**src/rtl/microwave_timer_core.sv**
```systemverilog
// Microwave cook-time datapath: min:sec editing, 1 s countdown, pause/resume,
// clear, quick-add and a timed done-beep. All outputs are registered.
module microwave_timer_core #(
  parameter int unsigned CLK_DIV   = 100_000_000,
  parameter int unsigned MAX_MIN   = 99,
  parameter int unsigned QUICK_ADD = 30,
  parameter int unsigned BEEP_SEC  = 3,
  parameter int unsigned MIN_W     = $clog2(MAX_MIN + 1)
) (
  input  logic             clk,
  input  logic             rst,
  input  logic             btn_up,
  input  logic             btn_down,
  input  logic [1:0]       sel,
  input  logic             start,
  input  logic             pause,
  input  logic             clear,
  input  logic             quick_add,
  output logic [MIN_W-1:0] min,
  output logic [5:0]       sec,
  output logic [1:0]       state,
  output logic             finish,
  output logic             beep
);

  localparam logic [1:0] S_IDLE  = 2'b00;
  localparam logic [1:0] S_RUN   = 2'b01;
  localparam logic [1:0] S_PAUSE = 2'b10;
  localparam logic [1:0] S_DONE  = 2'b11;

  localparam int unsigned DIV_W = $clog2(CLK_DIV);
  localparam int unsigned BC_W  = (BEEP_SEC > 1) ? $clog2(BEEP_SEC) : 1;
  localparam int unsigned MW1   = MIN_W + 1;

  localparam logic [DIV_W-1:0] DIV_LAST = DIV_W'(CLK_DIV - 1);
  localparam logic [BC_W-1:0]  BC_LAST  = BC_W'(BEEP_SEC - 1);
  localparam logic [MIN_W-1:0] MIN_TOP  = MIN_W'(MAX_MIN);
  localparam logic [5:0]       SEC_TOP  = 6'd59;
  localparam logic [6:0]       QA       = 7'(QUICK_ADD);

  logic [MIN_W-1:0] r_min;
  logic [5:0]       r_sec;
  logic [1:0]       r_state;
  logic             r_finish;
  logic             r_beep;
  logic [DIV_W-1:0] r_div;
  logic [BC_W-1:0]  r_bcnt;

  logic             w_tick;
  logic             w_nonzero;
  logic             w_dec_zero;
  logic             w_up;
  logic             w_down;
  logic             w_qcarry;
  logic [MIN_W-1:0] w_dec_min;
  logic [MIN_W-1:0] w_base_min;
  logic [MIN_W-1:0] w_q_min;
  logic [5:0]       w_dec_sec;
  logic [5:0]       w_base_sec;
  logic [5:0]       w_q_sec;
  logic [6:0]       w_qsum;
  logic [MW1-1:0]   w_qmin_ext;

  always_comb begin
    w_tick    = (r_div == DIV_LAST);
    w_nonzero = (r_min != '0) || (r_sec != '0);
    w_up      = btn_up & ~btn_down;
    w_down    = btn_down & ~btn_up;

    if (r_sec != '0) begin
      w_dec_min = r_min;
      w_dec_sec = r_sec - 6'd1;
    end else if (r_min != '0) begin
      w_dec_min = r_min - MIN_W'(1);
      w_dec_sec = SEC_TOP;
    end else begin
      w_dec_min = '0;
      w_dec_sec = '0;
    end
    w_dec_zero = (w_dec_min == '0) && (w_dec_sec == '0);

    // quick-add in RUN stacks on top of a same-edge tick decrement
    w_base_min = (r_state == S_RUN && w_tick) ? w_dec_min : r_min;
    w_base_sec = (r_state == S_RUN && w_tick) ? w_dec_sec : r_sec;
    w_qsum     = {1'b0, w_base_sec} + QA;
    w_qcarry   = (w_qsum >= 7'd60);
    w_qmin_ext = {1'b0, w_base_min} + {{MIN_W{1'b0}}, w_qcarry};
    if (w_qmin_ext > {1'b0, MIN_TOP}) begin
      w_q_min = MIN_TOP;
      w_q_sec = SEC_TOP;
    end else begin
      w_q_min = w_qmin_ext[MIN_W-1:0];
      w_q_sec = w_qcarry ? 6'(w_qsum - 7'd60) : w_qsum[5:0];
    end
  end

  always_ff @(posedge clk) begin
    if (rst) begin
      r_min    <= '0;
      r_sec    <= '0;
      r_state  <= S_IDLE;
      r_finish <= 1'b0;
      r_beep   <= 1'b0;
      r_div    <= '0;
      r_bcnt   <= '0;
    end else begin
      r_finish <= 1'b0;
      case (r_state)
        S_IDLE: begin
          if (clear) begin
            r_min <= '0;
            r_sec <= '0;
          end else if (start && w_nonzero) begin
            r_state <= S_RUN;
            r_div   <= '0;
          end else if (quick_add) begin
            r_min   <= w_q_min;
            r_sec   <= w_q_sec;
            r_state <= S_RUN;
            r_div   <= '0;
          end else if (sel == 2'b01) begin
            if (w_up)        r_sec <= (r_sec == SEC_TOP) ? '0 : r_sec + 6'd1;
            else if (w_down) r_sec <= (r_sec == '0) ? SEC_TOP : r_sec - 6'd1;
          end else if (sel == 2'b10) begin
            if (w_up)        r_min <= (r_min == MIN_TOP) ? '0 : r_min + MIN_W'(1);
            else if (w_down) r_min <= (r_min == '0) ? MIN_TOP : r_min - MIN_W'(1);
          end
        end
        S_RUN: begin
          if (clear) begin
            r_state <= S_IDLE;
            r_min   <= '0;
            r_sec   <= '0;
          end else if (pause) begin
            r_state <= S_PAUSE;
          end else begin
            r_div <= w_tick ? '0 : r_div + DIV_W'(1);
            if (quick_add) begin
              r_min <= w_q_min;
              r_sec <= w_q_sec;
            end else if (w_tick) begin
              r_min <= w_dec_min;
              r_sec <= w_dec_sec;
              if (w_dec_zero) begin
                r_state  <= S_DONE;
                r_finish <= 1'b1;
                r_beep   <= 1'b1;
                r_bcnt   <= '0;
              end
            end
          end
        end
        S_PAUSE: begin
          if (clear) begin
            r_state <= S_IDLE;
            r_min   <= '0;
            r_sec   <= '0;
          end else if (start) begin
            r_state <= S_RUN;
          end
        end
        default: begin
          if (clear) begin
            r_state <= S_IDLE;
            r_beep  <= 1'b0;
            r_bcnt  <= '0;
          end else begin
            r_div <= w_tick ? '0 : r_div + DIV_W'(1);
            if (w_tick) begin
              if (r_bcnt == BC_LAST) begin
                r_state <= S_IDLE;
                r_beep  <= 1'b0;
                r_bcnt  <= '0;
              end else begin
                r_bcnt <= r_bcnt + BC_W'(1);
              end
            end
          end
        end
      endcase
    end
  end

  assign min    = r_min;
  assign sec    = r_sec;
  assign state  = r_state;
  assign finish = r_finish;
  assign beep   = r_beep;

endmodule

```
**config.mk**
```make
export PLATFORM = sky130hd
export DESIGN_NAME = microwave_timer_core
export DESIGN_NICKNAME = d
export VERILOG_FILES = /design/src/rtl/microwave_timer_core.sv
export SDC_FILE = /design/constraint.sdc
export NUM_CORES = 1
export LEC_CHECK = 0
export CAP_MARGIN = 0
export CORE_ASPECT_RATIO = 1.1
export CORE_MARGIN = 8
export CORE_UTILIZATION = 30
export CTS_BUF_LIST = sky130_fd_sc_hd__clkbuf_16
export CTS_CLUSTER_DIAMETER = 40
export CTS_CLUSTER_SIZE = 8
export DETAILED_ROUTE_END_ITERATION = 16
export SYNTH_ARGS = -nofsm -noshare
export SYNTH_HDL_FRONTEND = slang
export SYNTH_SLANG_ARGS = --single-unit
```
**constraint.sdc**
```tcl
create_clock -name clk -period 9.7 [get_ports clk]
set_input_delay 1.94 -clock clk [delete_from_list [all_inputs] [get_ports clk]]
set_output_delay 1.94 -clock clk [all_outputs]
set_load 0.005 [all_outputs]
```
# Yosys cells after proc, flatten, opt, wreduce, memory -nomap -nowiden
# Cells that the tools add are included.
# Widths: inputs -> output; s select.
# totals
reg_bits	46
input_bits	10
out_inout_bits	17
wordCells	157
# classes
n_bitwise	9
n_addsub	9
n_eq_ne	27
n_lt_le_gt_ge	2
mux	79
n_reduce_logical	24
# ops
cell	n
$mux 27	7
$mux 7	18
$mux 6	18
$pmux 27 s3	1
$mux 2	21
$ne 4x4->1 const B	7
$add 27x1->27 const B	1
$eq 27x27->1 const B	1
$reduce_and 8->1	3
$pmux 7 s3	1
$pmux 6 s3	1
$logic_not 7->1	2
$ne 2x2->1 const B	7
$reduce_and 7->1	2
$logic_not 6->1	2
$ne 3x3->1 const B	4
$reduce_bool 5->1	2
$mux 1	9
$add 7x1->8	1
$gt 8x7->1 const B	1
$add 6x5->7 const B	1
$add 7x1->7 const B	1
$eq 7x7->1 const B	1
$ge 7x6->1 const B	1
other kinds (24)	37

# Longest topological paths before layout
# depth
depth_word	13
ltp_mapped	23

# Worst setup path before layout
# OpenSTA, ideal clock, no wires.
# synth_timing
path_kind	reg2reg
start	reg r_div[0]
end	reg r_sec[5], in the netlist sec[5]
stages_incl_launch_ff	22
synth_period_minus_slack_ns	4.656
arrival_ns	4.526
setup_slack_ns	5.044
path_cell_list	dfxtp_1 ha_1 nor4bb_1 nand4_1 or4_1 clkbuf_1 a21oi_1 nor2_1 xor2_1 ha_1 o211ai_1 a21oi_1 a21o_1 ha_1 ha_1 a31oi_1 o211ai_1 o211a_1 o21a_1 a211o_1 a21oi_1 o41ai_2
# synth_between
elab_chain_len	12
elab_cells_between_ends	20
classes_between	add/sub (3); order compare (2); eq/ne (2); mux (11); reduce/logical (2)
# synth_lines
element	line_no	source
from (decl)	46	logic [DIV_W-1:0] r_div;
from (signal assigned)	137	r_div <= w_tick ? '0 : r_div + DIV_W'(1);
from (signal assigned)	168	r_div <= w_tick ? '0 : r_div + DIV_W'(1);
$eq 27x27->1 (*)	65	w_tick = (r_div == DIV_LAST);
$logic_and 1x1->1	83, 84	
$mux 6	84	w_base_sec = (r_state == S_RUN && w_tick) ? w_dec_sec : r_sec;
$add 6x5->7	85	w_qsum = {1'b0, w_base_sec} + QA;
$ge 7x6->1	86	w_qcarry = (w_qsum >= 7'd60);
$add 7x1->8	87	w_qmin_ext = {1'b0, w_base_min} + {{MIN_W{1'b0}}, w_qcarry};
$gt 8x7->1	88	if (w_qmin_ext > {1'b0, MIN_TOP}) begin
$mux 6	88	
$mux 6, on equally long branches	138, 116	
$mux 6, on equally long branches	134, 113	
$mux 6, on equally long branches	130, 110	
$pmux 6 s3	108	case (r_state)
to (signal assigned)	118	r_sec <= w_q_sec;
to (signal assigned)	140	r_sec <= w_q_sec;
to (signal assigned)	143	r_sec <= w_dec_sec;
to (decl)	42	logic [5:0] r_sec;
# Mark *: on every way between the ends. The rest lies on a longest branch, timed or not. The select of a mux whose other input is x is not followed.
# A chain may end at the register's enable or synchronous reset.

# Worst setup path in the final report
# Ends and elaborated chain as after synthesis.

==> flow_metrics.py <==
metrics = {
    "min_path": {
        "hp-start": "r_div[7]",
        "hp-class": "reg2reg",
    },
    "critical_path": {
        "crit_top_cell": "ha_1",
        "critPathLaunchType": "flip-flop",
        "slowest_stage": "or4_1",
        "critPathCaptureType": "flip-flop",
        "max_stage_delay_ns": 0.78,
        "crit_chain": "ha_1, nor4bb_1, nand4_1, or4_1, o21ai_0, nor2_1, xor2_1, ha_1, o211ai_1, a21oi_1, a21o_1, ha_1, nor3b_1, o21ai_1, o21ai_0, o21a_1, a211o_1, a21oi_1, o41ai_2",
        "r2r_start": "r_div[0]",
        "cp_data_required_time_ns": 9.90,
        "critPathMaxFanout": 12,
        "cp_top_family": "compound AO/OA/AOI/OAI gates",
        "path_class": "reg2reg",
        "crit_arrival_ns": 5.81,
        "path_buf_inv": 0,
        "cp-startpoint": "r_div[0]",
    },
    "timing": {
        "slew_headroom": 0.497,
        "max_clock_freq_mhz": 178,
        "finalHoldViolCount": 0,
        "setup-tns-final_ns": 0,
        "post-route-period-util": 0.578,
        "setup_viol": 0,
        "grt_setup_unrepaired": "no",
        "skew_ns": 0.0103,
        "min_period_ns": 5.61,
        "fin_ws_ns": 4.09,
        "max_slew.worst_pin.slew_ns": 0.748,
        "slew_violations": 0,
    },
    "pwr": {
        "powerDensity_mw_per_mm2": 310,
        "leakage_nw": 1.67,
        "total_power_mw": 1.46,
        "ir_drop_mv": 0.0786,
    },
    "drt": {
        "drt_iter0_markers": 369,
        "wl_met1_um": 6000,
        "routed-wl-met2_um": 6350,
        "highest_layer": "met4",
        "dr_wl_met3_um": 750,
        "dr.pass1.iters": 6,
        "wire_per_inst_um": 17.2,
        "vias_per_cell": 5.55,
        "drcViolationCount": 0,
        "ant_nets": 0,
        "routed_wirelength_um": 13300,
        "routed-via-count": 4293,
    },
    "yosys": {
        "synth.area.mux_share": 0.0439,
        "seq_area_frac_synth": 0.220,
        "synth-seq-cells": 46,
        "avgSynthCellArea_um2": 7.21,
        "synth_cell_types": 71,
        "syn_nets": 606,
        "yosys_warnings": 0,
        "synth_edf_count": 0,
        "synth-xor-area-share": 0.0710,
        "synth.top_cell.area_share": 0.220,
        "synth_fa_ha_area_frac": 0.0418,
        "syn_area_mm2": 0.00419,
        "ys.flop_type": "dfxtp_1",
        "yosys.area_share.simple": 0.323,
        "synth_compound_area_frac": 0.245,
        "synth_async_sr_flop_share": 0,
        "synthMostInstantiatedCell": "nor2_1",
        "yosysTopAreaCell": "dfxtp_1",
        "synthTopCellsByCount": "nor2_1 (74), nand2_1 (57), o21ai_0 (49), a21oi_1 (46), dfxtp_1 (46)",
        "synth_top_family_by_area": "simple AND/OR/NAND/NOR gates",
        "netlist_instances": 582,
        "synth.area.top_cells": "dfxtp_1 (22%), nor2_1 (6.6%), o21ai_0 (5.8%), a21oi_1 (5.5%), nand2_1 (5.1%)",
    },
    "clock_tree": {
        "ctsResizeCount": 0,
        "clk_pin_slew_ns": 0.07,
        "cts.sinks": 46,
        "cts_buffers": 5,
        "cts_setup_buffers": 0,
        "cts_hold_buf": 0,
        "cts_tree": "built",
        "clockBufferDepth": 2,
        "h-tree-depth": 2,
        "root_buffer": "clkbuf_16",
        "clock_latency_ns": 0.30,
    },
    "place": {
        "dp_slack_ns": 4.16,
        "dpl_cell_area_mm2": 0.00457,
        "portBuffers": 26,
        "dp_hpwl_um": 9780,
        "gp_congestion": 0.869,
    },
    "finish": {
        "drive_gt1_frac": 0.0769,
        "nNetsFinal": 608,
        "n_fill_cell": 1493,
        "final_cell_area_mm2": 0.00472,
        "area_growth_pct": 12.6,
        "n_antenna_cell": 0,
    },
    "job": {
        "max_cap_viol_count": 0,
    },
    "status": {
        "outcome": "finished clean",
    },
    "floorplanning": {
        "die_h_um": 140,
        "initial_core_util": 0.305,
        "die_area_mm2": 0.0180,
        "dieWidth_um": 129,
        "boundaryPins": 27,
        "coreArea_mm2": 0.0137,
        "fp-row-count": 45,
    },
    "global_routing": {
        "grt_first_pass_wirelength_um": 21100,
        "grt.total_usage": 0.144,
        "grt_max_degree": 27,
        "antenna_found_initial": 0,
        "globalRouteOverflowTotal": 0,
        "grt_pass1_vias": 4080,
    },
}
final timing paths:
kind              cells after the start  slack (ns)        to
setup / recovery                     19        4.09    sec[5]
hold / removal                        2        0.47  r_div[7]
setup reg to reg                     19        4.09    sec[5]
hold reg to reg                       2        0.47  r_div[7]
cell type report:
cell class,count,area [um2],area share
multi-input cells,479,3040,0.644
flip-flops and latches,46,921,0.195
repair buffers,31,298,0.0630
well taps,188,235,0.0498
clock buffers,5,125,0.0265
inverters,21,78.8,0.0167
clock inverters,3,25.0,0.00530
cell usage in the layout, fill, tap and decap left out, drive strengths merged, types with 7 or more instances in the layout:
| cell type | n |
|---|---|
| ha | 14 |
| o211ai | 7 |
| nor4 | 12 |
| xnor2 | 14 |
| nand2b | 7 |
| dfxtp | 46 |
| mux2i | 9 |
| clkdlybuf4s50 | 26 |
| o21ai | 52 |
| or4 | 7 |
| o31ai | 7 |
| nand3 | 19 |
| nor2 | 75 |
| and2 | 7 |
| mux2 | 8 |
| nand2 | 58 |
| and4 | 8 |
| nor2b | 8 |
| inv | 22 |
| or2 | 7 |
| and3 | 8 |
| nand4 | 9 |
| a21oi | 46 |
| xor2 | 20 |
| nor3 | 10 |
worst min-delay path, stage by stage (launching register included):
cell and delay [ns]:
dfxtp_1 0.32, nand2_1 0.05, a21oi_1 0.05
cells by family (layout without fill, tap and decap cells):
| kind of cell | after synthesis | after routing |
|---|---|---|
| compound gates | 161 | 161 |
| xor+xnor | 34 | 34 |
| fa+ha+maj | 14 | 14 |
| buf+inv | 57 | 60 |
| flops | 46 | 46 |
| mux | 17 | 17 |
| simple gates | 253 | 253 |
routing by layer:
metal | track usage | vias to the layer above
met5 | 0 | -
met4 | 0.0495 | 0
met3 | 0.0239 | 16
met2 | 0.240 | 136
met1 | 0.181 | 2037
li1 | - | 2104
power by group:
group / switching (mW) / internal [mW] / total, mW
registers: 0.0765 / 0.215 / 0.291
clock network: 0.0801 / 0.0970 / 0.177
logic: 0.618 / 0.378 / 0.995
total: 0.774 / 0.689 / 1.46
per-stage QoR:
step           cells  hold slack [ns]   util
3_3_place_gp     765            0.446  0.333
2_1_floorplan    582            0.436      -
5_1_grt          773            0.484  0.344
6_report         773            0.465  0.344
3_5_place_dp     765            0.455  0.333
4_1_cts          773            0.465  0.344
flip-flops by register name, summed over array words and instances, names as in the netlist:
register,cells
state,2
sec,6
beep,1
min,7
finish,1
r_bcnt,2
r_div,27
Note: power is estimated with default switching activity, not from simulation.
